--- src/rtl/cab_slave_gen.sv ---
// CAB slave: serial header/data beats to single-word local register access, read data serialised back.
// Optional access timeout with error signalling when CAB_SLV_TIMEOUT_EN is defined.
module cab_slave_gen #(
    parameter int BUS_W   = 16,
    parameter int DATA_W  = 32,
    parameter int ADDR_W  = 14,
    parameter int TMO_CYC = 255
) (
    input  logic              clk,
    input  logic              rst,
    input  logic              cab_xx_req_vld,
    input  logic [BUS_W-1:0]  cab_xx_req_data,
    output logic              xx_cab_ack_vld,
    output logic [BUS_W-1:0]  xx_cab_ack_data,
    output logic              xx_cab_err,
    output logic              xx_cab_rdy,
    output logic              cab_req,
    output logic              cab_wr,
    output logic [ADDR_W-1:0] cab_addr,
    output logic [DATA_W-1:0] cab_wdata,
    output logic              cab_ctrl,
    input  logic              cab_ack,
    input  logic [DATA_W-1:0] cab_rdata
);
    localparam int BEATS = DATA_W / BUS_W;
    localparam int CNT_W = (BEATS > 1) ? $clog2(BEATS) : 1;

    typedef enum logic [2:0] {IDLE, WR_DAT, WR_WAIT, RD_WAIT, RD_RSP} state_t;

    state_t              state_q, state_d;
    logic [ADDR_W-1:0]   addr_q, addr_d;
    logic                ctrl_q, ctrl_d;
    logic [DATA_W-1:0]   wdata_q, wdata_d;
    logic [DATA_W-1:0]   buf_q, buf_d;
    logic [CNT_W-1:0]    cnt_q, cnt_d;
    logic                req_q, req_d;
    logic                wr_q, wr_d;
    logic                rdy_q, rdy_d;
    logic                ack_vld_q, ack_vld_d;
    logic [BUS_W-1:0]    ack_data_q, ack_data_d;
    logic                tmo_exp;

    logic                hdr_wr;
    logic                cnt_last;
    logic [CNT_W-1:0]    cnt_nxt;

    assign hdr_wr   = cab_xx_req_data[0];
    assign cnt_last = (cnt_q == CNT_W'(BEATS - 1));
    assign cnt_nxt  = cnt_q + 1'b1;

    always_ff @(posedge clk) begin
        if (rst) begin
            state_q    <= IDLE;
            addr_q     <= '0;
            ctrl_q     <= 1'b0;
            wdata_q    <= '0;
            buf_q      <= '0;
            cnt_q      <= '0;
            req_q      <= 1'b0;
            wr_q       <= 1'b0;
            rdy_q      <= 1'b1;
            ack_vld_q  <= 1'b0;
            ack_data_q <= '0;
        end else begin
            state_q    <= state_d;
            addr_q     <= addr_d;
            ctrl_q     <= ctrl_d;
            wdata_q    <= wdata_d;
            buf_q      <= buf_d;
            cnt_q      <= cnt_d;
            req_q      <= req_d;
            wr_q       <= wr_d;
            rdy_q      <= rdy_d;
            ack_vld_q  <= ack_vld_d;
            ack_data_q <= ack_data_d;
        end
    end

    always_comb begin
        state_d = state_q;
        case (state_q)
            IDLE:    if (cab_xx_req_vld) state_d = hdr_wr ? WR_DAT : RD_WAIT;
            WR_DAT:  if (cab_xx_req_vld && cnt_last) state_d = WR_WAIT;
            WR_WAIT: if (cab_ack || tmo_exp) state_d = IDLE;
            RD_WAIT: if (cab_ack || tmo_exp) state_d = RD_RSP;
            RD_RSP:  if (cnt_last) state_d = IDLE;
            default: state_d = IDLE;
        endcase
    end

    always_comb begin
        addr_d     = addr_q;
        ctrl_d     = ctrl_q;
        wdata_d    = wdata_q;
        buf_d      = buf_q;
        cnt_d      = cnt_q;
        req_d      = req_q;
        wr_d       = wr_q;
        rdy_d      = rdy_q;
        ack_vld_d  = 1'b0;
        ack_data_d = '0;
        case (state_q)
            IDLE: begin
                req_d = 1'b0;
                wr_d  = 1'b0;
                if (cab_xx_req_vld) begin
                    addr_d  = cab_xx_req_data[ADDR_W+1:2];
                    ctrl_d  = cab_xx_req_data[1];
                    wdata_d = '0;
                    cnt_d   = '0;
                    if (!hdr_wr) begin
                        req_d = 1'b1;
                        rdy_d = 1'b0;
                    end
                end
            end
            WR_DAT: begin
                if (cab_xx_req_vld) begin
                    wdata_d[cnt_q*BUS_W +: BUS_W] = cab_xx_req_data;
                    if (cnt_last) begin
                        cnt_d = '0;
                        req_d = 1'b1;
                        wr_d  = 1'b1;
                        rdy_d = 1'b0;
                    end else begin
                        cnt_d = cnt_nxt;
                    end
                end
            end
            WR_WAIT: begin
                if (cab_ack || tmo_exp) begin
                    req_d = 1'b0;
                    wr_d  = 1'b0;
                    rdy_d = 1'b1;
                end
            end
            RD_WAIT: begin
                // ack wins over a simultaneous timeout; an expired read answers all-ones
                if (cab_ack || tmo_exp) begin
                    buf_d      = cab_ack ? cab_rdata : '1;
                    req_d      = 1'b0;
                    cnt_d      = '0;
                    ack_vld_d  = 1'b1;
                    ack_data_d = cab_ack ? cab_rdata[BUS_W-1:0] : '1;
                end
            end
            RD_RSP: begin
                if (cnt_last) begin
                    cnt_d = '0;
                    rdy_d = 1'b1;
                end else begin
                    cnt_d      = cnt_nxt;
                    ack_vld_d  = 1'b1;
                    ack_data_d = buf_q[cnt_nxt*BUS_W +: BUS_W];
                end
            end
            default: begin
                req_d = 1'b0;
                wr_d  = 1'b0;
                rdy_d = 1'b1;
            end
        endcase
    end

`ifdef CAB_SLV_TIMEOUT_EN
    logic [15:0] tmo_q, tmo_d;
    logic        err_q, err_d;
    logic        rd_err_q, rd_err_d;

    assign tmo_exp = (state_q == WR_WAIT || state_q == RD_WAIT) && (tmo_q == 16'(TMO_CYC - 1));

    always_comb begin
        tmo_d    = '0;
        err_d    = 1'b0;
        rd_err_d = rd_err_q;
        case (state_q)
            WR_WAIT: begin
                if (!cab_ack) tmo_d = tmo_q + 16'd1;
                err_d = !cab_ack && tmo_exp;
            end
            RD_WAIT: begin
                if (!cab_ack) tmo_d = tmo_q + 16'd1;
                rd_err_d = !cab_ack && tmo_exp;
                err_d    = !cab_ack && tmo_exp;
            end
            RD_RSP: begin
                if (cnt_last) rd_err_d = 1'b0;
                else          err_d    = rd_err_q;
            end
            default: rd_err_d = 1'b0;
        endcase
    end

    always_ff @(posedge clk) begin
        if (rst) begin
            tmo_q    <= '0;
            err_q    <= 1'b0;
            rd_err_q <= 1'b0;
        end else begin
            tmo_q    <= tmo_d;
            err_q    <= err_d;
            rd_err_q <= rd_err_d;
        end
    end

    assign xx_cab_err = err_q;
`else
    assign tmo_exp    = 1'b0;
    assign xx_cab_err = 1'b0;
`endif

    assign xx_cab_ack_vld  = ack_vld_q;
    assign xx_cab_ack_data = ack_data_q;
    assign xx_cab_rdy      = rdy_q;
    assign cab_req         = req_q;
    assign cab_wr          = wr_q;
    assign cab_addr        = addr_q;
    assign cab_wdata       = wdata_q;
    assign cab_ctrl        = ctrl_q;

endmodule

--- config.mk ---
export PLATFORM = sky130hd
export DESIGN_NAME = cab_slave_gen
export DESIGN_NICKNAME = d
export VERILOG_FILES = /design/src/rtl/cab_slave_gen.sv
export SDC_FILE = /design/constraint.sdc
export NUM_CORES = 1
export LEC_CHECK = 0
export CORE_MARGIN = 1
export CORE_UTILIZATION = 44
export CTS_CLUSTER_SIZE = 28
export DETAILED_ROUTE_END_ITERATION = 12
export PLACE_DENSITY = 0.8
export SLEW_MARGIN = 20
export SYNTH_ARGS = -nofsm -noshare
export SYNTH_HDL_FRONTEND = slang
export SYNTH_SLANG_ARGS = --single-unit
--- constraint.sdc ---
create_clock -name clk -period 2 [get_ports clk]
set_clock_uncertainty 0.1 [all_clocks]
set_input_delay 0.5 -clock clk [delete_from_list [all_inputs] [get_ports clk]]
set_output_delay 0.5 -clock clk [all_outputs]
set_load 0.02 [all_outputs]
==> flow_metrics.env <==
export IMPL_status="complete, no violations"
export IMPL_cts_tree="yes"
export IMPL_path_clk_slew_ps=90
export IMPL_relSlewSlack_pct=58.92
export IMPL_grt_usage_pct=23.79
export IMPL_antenna_found_initial=0
export IMPL_num_antenna_cells=0
export IMPL_dp_cells=563
export IMPL_grt_overflow=0
export IMPL_syn_to_final_growth_pct=48.51
export IMPL_synth_yosys_seq_area_share_pct=54.55
export IMPL_utilization_pct=68.66
export IMPL_drive_gt1_share_pct=9.938
export IMPL_path_cells="clkdlybuf4s50_1"
export IMPL_postCtsHoldBufs=0
export IMPL_yosys_area_top_type_share_pct=54.55
export IMPL_crit_buf_inv=1
export IMPL_synth_ff_type="dfxtp_1"
export IMPL_ys_top_cells_by_area="dfxtp_1, a22oi_1, nand2_1"
export IMPL_p_per_area_mw_per_mm2=728.9
export IMPL_drt_iter0_drc=231
export IMPL_reg2reg_from="state_q[1]$_SDFFE_PP0P_"
export IMPL_finalSetupViolations=0
export IMPL_synth_most_common_cell="dfxtp_1"
export IMPL_place_hpwl_mm=6.013
export IMPL_die_h_um=87.19
export IMPL_grt_pass1_vias=2923
export IMPL_rows=30
export IMPL_rr_endpoint="cab_wdata[9]$_SDFFE_PP0P_"
export IMPL_drc=0
export IMPL_wl_mm=8.760
export IMPL_place_congestion=0.8883
export IMPL_core_area_mm2=0.006907
export IMPL_ioPinCount=120
export IMPL_max_stage_delay_ps=630
export IMPL_max_cap_violations=0
export IMPL_worstHoldPathCells=2
export IMPL_finalCritPeriodShare_pct=97.15
export IMPL_ys_warnings_count=0
export IMPL_synth_ff_latch_count=87
export IMPL_synth_cell_type_count=34
export IMPL_final_cells=579
export IMPL_synth_edf_count=0
export IMPL_final_max_slew_viol_count=0
export IMPL_cts_setup_buffers=0
export IMPL_holdCritPathClass="in -> reg"
export IMPL_syn_area_per_cell_um2=8.995
export IMPL_fmax_ghz=0.5147
export IMPL_min_from="rst"
export IMPL_end_kind="primary output"
export IMPL_dieArea_mm2=0.007601
export IMPL_whs_endpoint="buf_q[18]$_SDFFE_PP0P_"
export IMPL_cts_buffer_depth=2
export IMPL_clock_sinks=87
export IMPL_crit_required_ps=1400
export IMPL_synth_top_cell_by_area="dfxtp_1"
export IMPL_synth_common_cells="dfxtp_1, nand2_1, nor2_1, a22oi_1, a21oi_1"
export IMPL_grt_max_degree=35
export IMPL_worstSkewPairLatency_ps=360
export IMPL_first_pass_iters=4
export IMPL_worst_pin_slew_ps=615.4
export IMPL_start_kind="flop"
export IMPL_vias=2991
export IMPL_syn_cell_area_mm2=0.003193
export IMPL_numCtsBuffers=9
export IMPL_start_util_pct=46.23
export IMPL_slowest_stage="clkdlybuf4s50_1"
export IMPL_synth_cells=355
export IMPL_reg2reg_slack_ps=250
export IMPL_r2r_cells=5
export IMPL_cp_max_fo=2
export IMPL_grt_pass1_wl_mm=13.75
export IMPL_wl_per_cell_um=15.13
export IMPL_crit_type="reg -> out"
export IMPL_cts_htree_levels=3
export IMPL_portBuffers=118
export IMPL_arrival_ps=1340
export IMPL_ant_nets=0
export IMPL_async_flop_share_pct=0
export IMPL_critical_path_top_delay_family="buffers and inverters"
export IMPL_rsz0062_at_grt="false"
export IMPL_finalHoldViolCount=0
export IMPL_final_nets=530
export IMPL_root_buffer="clkbuf_8"
export IMPL_fp_dieW_um=87.19
export IMPL_postSynthNetCount=407
export IMPL_leakagePower_uw=0.001692
export IMPL_period_needed_ps=1943
export IMPL_power_total_uw=3456
export IMPL_peakVddDrop_mv=0.4543
export IMPL_routed_via_density=5.166
[how the worst max path moves through the flow]
stage                                    start                              to  slack, ps  depth (start not counted)
floorplan                                  rst  xx_cab_ack_data[10]$_SDFF_PP0_        490                          5
global placement                       cab_ack           cnt_last$_SDFFE_PP0P_       -0.8                          5
detailed placement              cab_xx_req_vld      cab_wdata[19]$_SDFFE_PP0P_        -40                          7
CTS                 cab_wdata[31]$_SDFFE_PP0P_                   cab_wdata[31]         30                          1
global route        cab_wdata[15]$_SDFFE_PP0P_                   cab_wdata[15]          3                          1
finish              cab_wdata[15]$_SDFFE_PP0P_                   cab_wdata[15]         60                          1
[kinds of logic (layout without fill, tap and decap cells)]
kind of cell,after synthesis,count (layout),synth area share (%)
other,1,1,0.1174
AOI/OAI and AO/OA,94,94,19.48
muxes,1,1,0.3135
DFF,87,87,54.55
buffers and inverters,30,158,5.094
and+or+nand+nor,142,142,20.45
[metal layers]
layer	vias to the layer above	global-route usage, %	wire (µm)
li1	1464	-	-
met1	1421	28.46	3845
met2	96	39.37	4113
met3	10	9.384	701
met4	0	7.452	99
met5	-	0	0
[area by class of cell]
| type | count | area (µm²) |
|---|---|---|
| inverters | 3 | 11.26 |
| fillers | 560 | 2165 |
| clock inverters | 7 | 56.30 |
| flip-flops and latches | 87 | 1742 |
| repair buffers | 139 | 1400 |
| clock buffers | 9 | 123.9 |
| well taps | 96 | 120.1 |
| multi-input cells | 238 | 1289 |
[what timing repair did]
item	CTS	global route
gates cloned	0	0
resized for setup	1	2
setup endpoints to repair	1	2
pin swaps	0	0
[power by group]
part           switching, µW  leakage, µW  internal, µW
Combinational            253     0.000892           257
Clock                    655    0.0000955           466
Sequential              45.3     0.000705          1780
[stage by stage]
step / setup slack [ps] / hold WS (ps) / instance area (µm²) / TNS, ps
detailed placement: -42.99 / 349.2 / 4558 / -546.3
CTS: 30.75 / 297.7 / 4737 / 0
global route: 2.786 / 308.8 / 4742 / 0
finish: 57.06 / 314.7 / 4742 / 0
global placement: -0.7635 / 342.0 / 4558 / -0.7635
floorplan: 489.5 / 336.0 / 3193 / 0
[flip-flops by register name (all words and copies together), names as in the netlist, 3 cells and up]
signal,cells
state_q,3
xx_cab_ack_data,16
cab_addr,14
cab_wdata,32
buf_q,16
[layout by cell type, fill, tap and decap left out, drive strengths merged, types with 3 or more instances in the layout]
cell	synthesis	final
nor3	7	7
a21oi	35	35
a22oi	48	48
buf	18	22
clkdlybuf4s50	0	114
clkbuf	9	9
dfxtp	87	87
clkinv	0	5
nor2	56	56
nand2	67	67
nand2b	3	3
inv	3	5
o21ai	4	4
Power figures use the tool's default switching activity.
